File: config.mk
export PLATFORM = sky130hd
export DESIGN_NAME = dout_signature_capture
export DESIGN_NICKNAME = d
export VERILOG_FILES = /design/src/rtl/dout_signature_capture.sv
export SDC_FILE = /design/constraint.sdc
export NUM_CORES = 1
export LEC_CHECK = 0
export BUFFER_PORTS_ARGS = -buffer_cell sky130_fd_sc_hd__buf_2
export CORE_ASPECT_RATIO = 0.9
export CORE_UTILIZATION = 51
export CTS_BUF_LIST = sky130_fd_sc_hd__clkbuf_8
export CTS_CLUSTER_DIAMETER = 100
export DETAILED_ROUTE_END_ITERATION = 12
export PLACE_DENSITY = 0.79
export SYNTH_ARGS = -nofsm -noshare
export SYNTH_HDL_FRONTEND = slang
export SYNTH_SLANG_ARGS = --single-unit
File: constraint.sdc
create_clock -name clk -period 2.7 [get_ports clk]
set_clock_uncertainty 0.1 [all_clocks]
set_input_delay 0 -clock clk [delete_from_list [all_inputs] [get_ports clk]]
set_output_delay 0 -clock clk [all_outputs]
set_load 0.02 [all_outputs]
File: src/rtl/dout_signature_capture.sv
// dout_signature_capture
// Compresses a window of valid upstream dout words into a Galois-form MISR
// signature. When the window is full the block compares the signature with a
// golden value and holds the result until sig_ack.
module dout_signature_capture #(
    parameter int              DW      = 32,
    parameter int              WIN_LEN = 256,
    parameter logic [DW-1:0]   POLY    = 32'h04C11DB7,
    parameter logic [DW-1:0]   SEED    = 32'hFFFFFFFF,
    localparam int             CW      = $clog2(WIN_LEN + 1)
) (
    input  logic          clk,
    input  logic          reset,
    input  logic          start,
    input  logic [DW-1:0] din,
    input  logic          din_valid,
    input  logic [DW-1:0] golden,
    output logic          busy,
    output logic          sig_valid,
    input  logic          sig_ack,
    output logic [DW-1:0] signature,
    output logic          match,
    output logic [CW-1:0] sample_cnt
);

    // One-hot encoding lets busy and sig_valid come straight off state flops.
    typedef enum logic [2:0] {
        IDLE    = 3'b001,
        CAPTURE = 3'b010,
        DONE    = 3'b100
    } state_t;

    localparam logic [CW-1:0] LAST_CNT = CW'(WIN_LEN - 1);

    state_t        state_q, state_d;
    logic [DW-1:0] sig_q, sig_d;
    logic [CW-1:0] cnt_q, cnt_d;
    logic          match_q, match_d;
    logic [DW-1:0] sig_fold;
    logic          last_sample;

    // One MISR step: shift left, apply feedback on the MSB, fold in the data.
    function automatic logic [DW-1:0] misr_step(input logic [DW-1:0] s,
                                                input logic [DW-1:0] d);
        return {s[DW-2:0], 1'b0} ^ (s[DW-1] ? POLY : '0) ^ d;
    endfunction

    // Folded value and end-of-window detect for the current sample.
    always_comb begin
        sig_fold    = misr_step(sig_q, din);
        last_sample = din_valid && (cnt_q == LAST_CNT);
    end

    // State register.
    always_ff @(posedge clk or posedge reset) begin
        if (reset) begin
            state_q <= IDLE;
        end else begin
            state_q <= state_d;
        end
    end

    // Next-state logic; start outside IDLE is dropped, ack wins over start in DONE.
    always_comb begin
        state_d = state_q;
        case (state_q)
            IDLE:    if (start)       state_d = CAPTURE;
            CAPTURE: if (last_sample) state_d = DONE;
            DONE:    if (sig_ack)     state_d = IDLE;
            default:                  state_d = IDLE;
        endcase
    end

    // Status outputs decoded directly from the one-hot state flops.
    always_comb begin
        busy      = state_q[1];
        sig_valid = state_q[2];
    end

    // Datapath next values: seed on start, fold on valid samples, compare on DONE entry.
    always_comb begin
        sig_d   = sig_q;
        cnt_d   = cnt_q;
        match_d = match_q;
        case (state_q)
            IDLE: begin
                if (start) begin
                    sig_d   = SEED;
                    cnt_d   = '0;
                    match_d = 1'b0;
                end
            end
            CAPTURE: begin
                if (din_valid) begin
                    sig_d = sig_fold;
                    cnt_d = cnt_q + 1'b1;
                    if (cnt_q == LAST_CNT) begin
                        match_d = (sig_fold == golden);
                    end
                end
            end
            default: begin
            end
        endcase
    end

    // Datapath registers; reset discards any partial signature.
    always_ff @(posedge clk or posedge reset) begin
        if (reset) begin
            sig_q   <= '0;
            cnt_q   <= '0;
            match_q <= 1'b0;
        end else begin
            sig_q   <= sig_d;
            cnt_q   <= cnt_d;
            match_q <= match_d;
        end
    end

    // Result outputs are the registers themselves.
    always_comb begin
        signature  = sig_q;
        sample_cnt = cnt_q;
        match      = match_q;
    end

endmodule

==> run metrics, run 1 <==
outcome finished clean; Post-synth EDFFs 0; Worst R2R Start sample_cnt[0]; CP Class reg -> reg; Reg clk slew, reported paths 0.09 ns; RSZ-0062 raised after global routing false; Post-Syn Area 2860 µm²; Worst setup SP type flop; # setup viols final 0; max-capacitance violation count 0; Die Height 73.1 µm; final hold viol count 0; share of layout cells above drive strength 1 0.316; Synth-to-Final Area Change 35.3%; Nets 491; top_reg_cell synth dfrtp_1; Worst EP arrival 2.51 ns; initial antenna violation count 0; Yosys cell types 48; RePlAce Congestion 0.801; Vias 2567; WHS 0.0145 ns; worst-margin pin slew 0.952 ns; Num CTS Buffers 5; gr usage total 0.266; die area 5920 µm²; final core utilization 0.728; min-delay src din[10]; warnings from Yosys 0; Post-synth top cells 52 x xnor2_1, 44 x dfrtp_1, 43 x nor2_1; worst reg2reg path endpoint match; Fin Setup TNS 0 ns; I/O Buffers 112; peak supply drop 0.000626 V; Setup Fix Bufs, Post-CTS 0; worst hold path class in -> reg; sequential area share after synthesis 0.394; # DRC 0; setup slack, reg-to-reg 0.30 ns; TritonCTS clock tree done; Final Max Slew Viols 0; required time worst endpoint 2.81 ns; IO Count 113; die width 81.0 µm; final period utilization 0.890; CTS Root Cell clkbuf_8; max frequency 416 MHz; Vias/cell 5.26; post-DP HPWL 5440 µm; Antenna Cells 0; Rel. slew slack 0.365; vias in the first global route 2495; Clk Latency, worst-skew pair 0.29 ns; Place WS 0.358 ns; Pwr per Cell Area 983 nW/µm²; share of the synthesized area in the top cell type 0.385; hold endpoint signature[10]; WHS Path Cells 4; synth top area cells dfrtp_1 38%, xnor2_1 16%, xnor3_1 7.9%; total grt overflow 0; Leak Pwr 0.00174 µW; PnR worst setup slack 0.297 ns; Yosys reg bits 45; first-pass GRT wire length 11800 µm; routed wire length 7460 µm; Setup crit start sample_cnt[0]; PnR Total Power 3810 µW; Synth area leader dfrtp_1; H-Tree Level Count 2; row count 25; detailed-router iteration count before antenna repair 4; Avg Cell Area, Syn 10.2 µm²; count leader, synth xnor2_1; CTS max path bufs 2; Detail Route Antenna Nets 0; starting density of the core 0.538; post-DR wirelength/cell 15.3 µm; maximum fanout along the worst path 4; Synth Instances 281; Mapped Nets 352; Worst R2R Path Depth 10; drt first-iter violations 100; Post-synth ARST share 1.00; Core Region 5320 µm²; largest net degree at the start of global routing 46; crit end category flop; crit path time final 2.40 ns; clk sinks 45
## cell families (layout without fill, tap and decap cells)
| group | count (synthesis) | after routing | share of synthesized area |
|---|---|---|---|
| buffers and inverters | 20 | 160 | 0.0306 |
| AO/OA/AOI/OAI | 56 | 56 | 0.122 |
| adder cells (fa/ha/maj) | 2 | 2 | 0.00874 |
| multiplexers | 1 | 1 | 0.00350 |
| XOR/XNOR | 77 | 77 | 0.311 |
| AND/OR/NAND/NOR | 80 | 80 | 0.131 |
| flip-flops | 45 | 45 | 0.394 |
## layer usage
layer  track usage  share of wire
met1         0.341           0.42
met2         0.449           0.50
met3        0.0650          0.065
met4        0.0694          0.015
met5             0              0
## stage by stage
stage,cell area [µm²],cells
after floorplan,2860,281
after global placement,3500,454
after detailed placement,3500,454
after CTS,3870,488
after global routing,3870,488
final,3870,488
## cell usage in the layout, fill, tap and decap left out, drive strengths merged, types with 5 or more instances in the layout
| cell type | count |
|---|---|
| buf | 117 |
| xnor2 | 52 |
| dfrtp | 44 |
| nor2 | 43 |
| a21oi | 34 |
| dlygate4sd3 | 26 |
| xor2 | 12 |
| xnor3 | 10 |
| inv | 10 |
| nand2 | 9 |
| nand3 | 8 |
| clkbuf | 5 |
## worst max-delay path, cell delays in order (launching register included)
cell and delay, ns:
dfrtp_1 0.41, ha_1 0.18, and3_1 0.20, nand3_1 0.08
nor2_1 0.11, ha_1 0.17, nand4b_1 0.10, a21o_1 0.21
nor4_1 0.36, nand3_1 0.15, o31ai_2 0.24
## report_power, final
group / switching, µW / internal (µW) / total, µW
clock: 237 / 274 / 511
combinational: 1100 / 1000 / 2110
sequential: 289 / 901 / 1190
total: 1630 / 2180 / 3810
## registers in the layout, indices dropped and copies added, names as in the netlist
signal      count
state_q         3
sample_cnt      9
match           1
signature      32
## final cells by class
class	count	area, µm²
multi-input cells	216	1660
fillers	440	1440
flip-flops and latches	45	1130
repair buffers	143	858
well taps	67	83.8
clock buffers	5	68.8
clock inverters	3	42.5
inverters	9	33.8
## how the worst max path moves through the flow
stage               slack [ns]  endpoint
detailed placement        0.36     match
floorplan                 0.45     match
CTS                       0.28     match
global route              0.12     match
global placement          0.44     match
finish                    0.30     match
## what timing repair did
item	CTS	global route
hold buffers	26	0
gates resized for setup	0	0
hold endpoints to repair	71	0
No activity file was read; power rests on OpenSTA's default activity.
==> inputs of run 2 (changes only) <==
CTS_CLUSTER_SIZE = 8   (was default)
PLACE_DENSITY = default   (was 0.79)
PLACE_DENSITY_LB_ADDON = 0.25   (was default)
==> run metrics, run 2 (synthesis gave the netlist of run 1 again) <==
Detail Route Antenna Nets 0 (unchanged); crit path time final 2.40 ns (-0.00819 ns); PnR worst setup slack 0.305 ns (+0.00819 ns); initial antenna violation count 0 (unchanged); Core Region 5320 µm² (unchanged); # DRC 0 (unchanged); Antenna Cells 0 (unchanged); Reg clk slew, reported paths 0.09 ns (about the same); gr busiest metal met2; commonest non-fill, non-tap cells in the layout 112 x buf_2, 52 x xnor2_1, 44 x dfrtp_1; largest net degree at the start of global routing 46 (unchanged); worst-margin pin slew 0.967 ns (+0.0152 ns); final hold viol count 0 (unchanged); met3 Use GR 0.0575 (-0.00750); Vias/cell 5.25 (-0.24%); Leak Pwr 0.00174 µW (+0.10%); fillcell total 403 (-8.4%); Pwr per Cell Area 972 nW/µm² (-1.1%); Fin Setup TNS 0 ns (unchanged); maximum fanout along the worst path 10 (+6); final std cells w/o fill 489 (+0.20%); row count 25 (unchanged); clk sinks 45 (unchanged); area of the multi-input gates 1660 µm² (unchanged); Place WS 0.314 ns (-0.0447 ns); final core utilization 0.731 (+0.00235); CP Class reg -> reg; H-Tree Level Count 2 (unchanged); TritonCTS clock tree done; Final Max Slew Viols 0 (unchanged); max reg flops 32 (unchanged); Die Height 73.1 µm (unchanged); Worst setup SP type flop; required time worst endpoint 2.81 ns (about the same); die area 5920 µm² (unchanged); PnR Total Power 3780 µW (-0.77%); CP max stage delay 0.68 ns (+0.27 ns); total grt overflow 0 (unchanged); drt first-iter violations 152 (+52%); max frequency 418 MHz (+0.34%); vias in the first global route 2538 (+1.7%); worst hold path class in -> reg; Synth-to-Final Area Change 35.8%; I/O Buffers 112 (unchanged); routing usage on met2 0.444 (-0.00467); register area 1130 µm² (unchanged); peak supply drop 0.000563 V (-10%); CTS max path bufs 2 (unchanged); Num CTS Buffers 5 (unchanged); max-capacitance violation count 0 (unchanged); die width 81.0 µm (unchanged); post-DR wirelength/cell 15.5 µm (+1.6%); # setup viols final 0 (unchanged); RePlAce Congestion 0.802 (+0.16%); critical path, cell by cell buf_4, xnor2_1, xnor3_1, nor4_1, nand4b_1, o31ai_2; IO Count 113 (unchanged); CP max stage cell dfrtp_1; outcome finished clean; RSZ-0062 raised after global routing false; share of layout cells above drive strength 1 0.318 (+0.00162); Nets 492 (+0.20%); first-pass GRT wire length 11800 µm (-0.41%); final period utilization 0.887 (-0.00303); M1 GR Usage 0.353 (+0.0123); gr usage total 0.272 (+0.00658); Worst EP arrival 2.50 ns (about the same); routed wire length 7590 µm (+1.8%); Rel. slew slack 0.355 (-0.0101); Cell Count Post-Placement 454 (unchanged); Clk Latency, worst-skew pair 0.30 ns (about the same); commonest non-fill, non-tap cell in the layout buf_2; crit end category flop; starting density of the core 0.538 (unchanged); post-DP HPWL 5450 µm (+0.12%); CTS Root Cell clkbuf_8; Vias 2566 (-0.039%); detailed-router iteration count before antenna repair 4 (unchanged)
==> run 2: changes by cell type in the layout (fill, tap and decap cells not counted), sizes merged <==
cell         previous run  this run
clkbuf                  5         7
bufinv                  1         0
dlygate4sd3            26        27
inv                    10         9
==> run 2: cell type report <==
class / instances / area share
multi-input combinational: 216 / 0.427
tap: 67 / 0.0216
timing repair buffer: 144 / 0.227
clock inverter: 1 / 0.00129
sequential: 45 / 0.290
inverter: 9 / 0.00869
clock buffer: 7 / 0.0248
==> run 2: per-stage QoR <==
stage               hold slack [ns]  cell area, µm²
finish                       0.0150            3890
CTS                          0.0112            3890
global route                 0.0384            3890
detailed placement            0.161            3510
global placement              0.159            3510
floorplan                    0.0808            2860
==> run 2: critical path: cells and delay by family (launching register included) <==
family | cells | cell delay [ns]
AOI/OAI and AO/OA | 1 | 0.27
and+or+nand+nor | 2 | 0.50
buffers and inverters | 1 | 0.29
xor gates and xnor gates | 2 | 0.47
DFF | 1 | 0.68
==> run 2: repair_timing <==
action,CTS,global route
hold buffers,27,0
buffers inserted,0,0
hold endpoints to repair,73,0
resized for setup,0,0
==> run 2: report_power, final <==
| part | switching (µW) | internal [µW] |
|---|---|---|
| Sequential | 291 | 901 |
| Clock | 232 | 232 |
| Combinational | 1120 | 1010 |
| Total | 1640 | 2140 |
==> run 2: metal layers <==
metal | part of all wire | up-vias
met5 | 0 | -
met4 | 0.020 | 0
met3 | 0.053 | 16
met2 | 0.49 | 95
met1 | 0.44 | 1209
li1 | - | 1246
==> run 2: worst paths after layout <==
path	slack, ns	cells after the start	endpoint	start
setup / recovery	0.30	6	match	signature[31]
hold / removal	0.01	4	signature[1]	din[1]
setup reg to reg	0.30	6	match	signature[31]
hold reg to reg	0.44	1	sample_cnt[0]	sample_cnt[0]
max in group asynchronous	1.53	3	signature[18]	reset
min in group asynchronous	0.37	3	state_q[2]	reset
==> inputs of run 3 (changes only) <==
clock period = 2.4 ns   (was 2.7 ns; I/O delays follow)
==> run metrics, run 3 (synthesis gave the netlist of run 1 again) <==
Leak Pwr 0.00177 µW (+1.7%); die width 81.0 µm (unchanged); I/O Buffers 112 (unchanged); Antenna Cells 0 (unchanged); outcome finished clean; share of layout cells above drive strength 1 0.332 (+0.0142); Gate power share 0.577 (+0.015); setup slack, reg-to-reg 0.17 ns (-0.14 ns); Worst Path Buf+Inv 1 (unchanged); # DRC 0 (unchanged); register area 1130 µm² (unchanged); Fin Setup TNS 0 ns (unchanged); Detail Route Antenna Nets 0 (unchanged); row count 25 (unchanged); clk sinks 45 (unchanged); final core utilization 0.746 (+0.0148); M1 GR Usage 0.369 (+0.0158); Worst R2R Path Depth 6 (unchanged); WHS 0.00159 ns (-0.0134 ns); min-delay src golden[25]; crit path to match; Reg clk slew, reported paths 0.08 ns (about the same); # setup viols final 0 (unchanged); initial antenna violation count 0 (unchanged); Num CTS Buffers 5 (unchanged); Clk pwr share 0.120 (-0.003); max reg flops 32 (unchanged); gr usage total 0.286 (+0.0133); largest net degree at the start of global routing 46 (unchanged); Nets 498 (+1.2%); H-Tree Level Count 2 (unchanged); maximum fanout along the worst path 14 (+4); CTS max path bufs 2 (unchanged); sequential share of power 0.303 (-0.013); CP delay by family, top compound AO/OA/AOI/OAI gates; gr busiest metal met2; Final Max Slew Viols 0 (unchanged); crit end category flop; required time worst endpoint 2.53 ns (-0.28 ns); starting density of the core 0.538 (unchanged); crit path time final 2.23 ns (-0.163 ns); Vias/cell 5.39 (+2.7%); met3 Use GR 0.0525 (-0.00500); max frequency 448 MHz (+7.3%); vias in the first global route 2558 (+0.79%); area of the multi-input gates 1680 µm² (+0.98%); Vias 2668 (+4.0%); CTS Root Cell clkbuf_8; routed wire length 7930 µm (+4.4%); commonest non-fill, non-tap cell in the layout buf_2; Worst EP arrival 2.36 ns (-0.14 ns); Synth-to-Final Area Change 38.5%; final hold viol count 0 (unchanged); commonest non-fill, non-tap cells in the layout 112 x buf_2, 52 x xnor2_1, 44 x dfrtp_1; drt first-iter violations 192 (+26%); die area 5920 µm² (unchanged); Worst setup SP type flop; Clk Latency, worst-skew pair 0.31 ns (about the same); sw power 1890 µW (+16%); critical path depth 6 (unchanged); RePlAce Congestion 0.823 (+2.6%); Net Sw Frac 0.434 (+0.000661); critical path, cell by cell buf_12, xor2_2, xor2_1, a221o_1, or4_1, o31ai_2; IO Count 113 (unchanged); fillcell total 394 (-2.2%); Worst R2R Start signature[31]; CP Class reg -> reg; CP max stage delay 0.48 ns (-0.20 ns); Setup crit start signature[31]; peak supply drop 0.000679 V (+21%); CP max stage cell or4_1; Core Region 5320 µm² (unchanged); Rel. slew slack 0.365 (+0.0105); post-DR wirelength/cell 16.0 µm (+3.1%); worst reg2reg path endpoint match; Die Height 73.1 µm (unchanged); Internal Power 2470 µW (+15%); routing usage on met2 0.469 (+0.0243); max-capacitance violation count 0 (unchanged); RSZ-0062 raised after global routing false; first-pass GRT wire length 12400 µm (+5.0%); final period utilization 0.930 (+0.0429); worst-margin pin slew 0.951 ns (-0.0157 ns); post-DP HPWL 5630 µm (+3.4%); detailed-router iteration count before antenna repair 6 (+2); worst hold path class in -> reg; Pwr per Cell Area 1100 nW/µm² (+13%); total grt overflow 0 (unchanged); TritonCTS clock tree done
[run 3: cell types whose count changed in the layout (fill, tap and decap cells not counted), moves of 2 or more]
cell,delta
ha_1,-2
buf_4,+3
dlygate4sd3_1,+2
ha_2,+2
[run 3: worst reg2reg max path, delay by kind of cell, from the launching register on]
kind / cells / cell delay, ns
simple gates: 1 / 0.48
flops: 1 / 0.45
buf+inv: 1 / 0.19
compound gates: 2 / 0.56
xor+xnor: 2 / 0.36
[run 3: worst min path at each step]
| stage | cells after the start | endpoint | slack, ns |
|---|---|---|---|
| final | 5 | match | 0.002 |
| after global routing | 5 | match | 0.04 |
| after CTS | 4 | signature[10] | 0.001 |
| after detailed placement | 2 | sample_cnt[5] | 0.17 |
| after global placement | 2 | signature[26] | 0.16 |
| after floorplan | 2 | sample_cnt[0] | 0.08 |
[run 3: final cells by class]
class                           count  share of cell area
Inverter                            9             0.00852
Sequential cell                    45               0.284
Tap cell                           67              0.0211
Clock buffer                        7              0.0243
Clock inverter                      1             0.00126
Timing Repair Buffer              150               0.238
Multi-Input combinational cell    216               0.423
[run 3: power by group through the flow]
stage                     combinational [µW]  clock, µW  sequential, µW
after floorplan                         1440          0            1580
after CTS                               2470        543            1310
after detailed placement                2420          0            1330
final                                   2510        524            1320
after global routing                    2710        568            1360
after global placement                  2380          0            1310
[run 3: through the flow]
stage               std cells  power, µW  worst slack [ns]  area (µm²)
global route              495       4630            0.0332        3970
CTS                       493       4330            0.0899        3930
floorplan                 281       3030             0.154        2860
detailed placement        456       3750             0.120        3540
global placement          456       3690             0.214        3540
finish                    495       4360             0.168        3970
[run 3: timing repair]
item                       4_1_cts  5_1_grt
setup endpoints to repair        0        1
hold buffers                    29        0
hold endpoints to repair        75        0
gates resized for setup          0        4
setup buffers                    0        2
[run 3: routing by layer]
metal,wire length (µm),up-vias
met2,3960,102
li1,-,1259
met1,3290,1289
met4,195,0
met5,0,-
met3,485,18
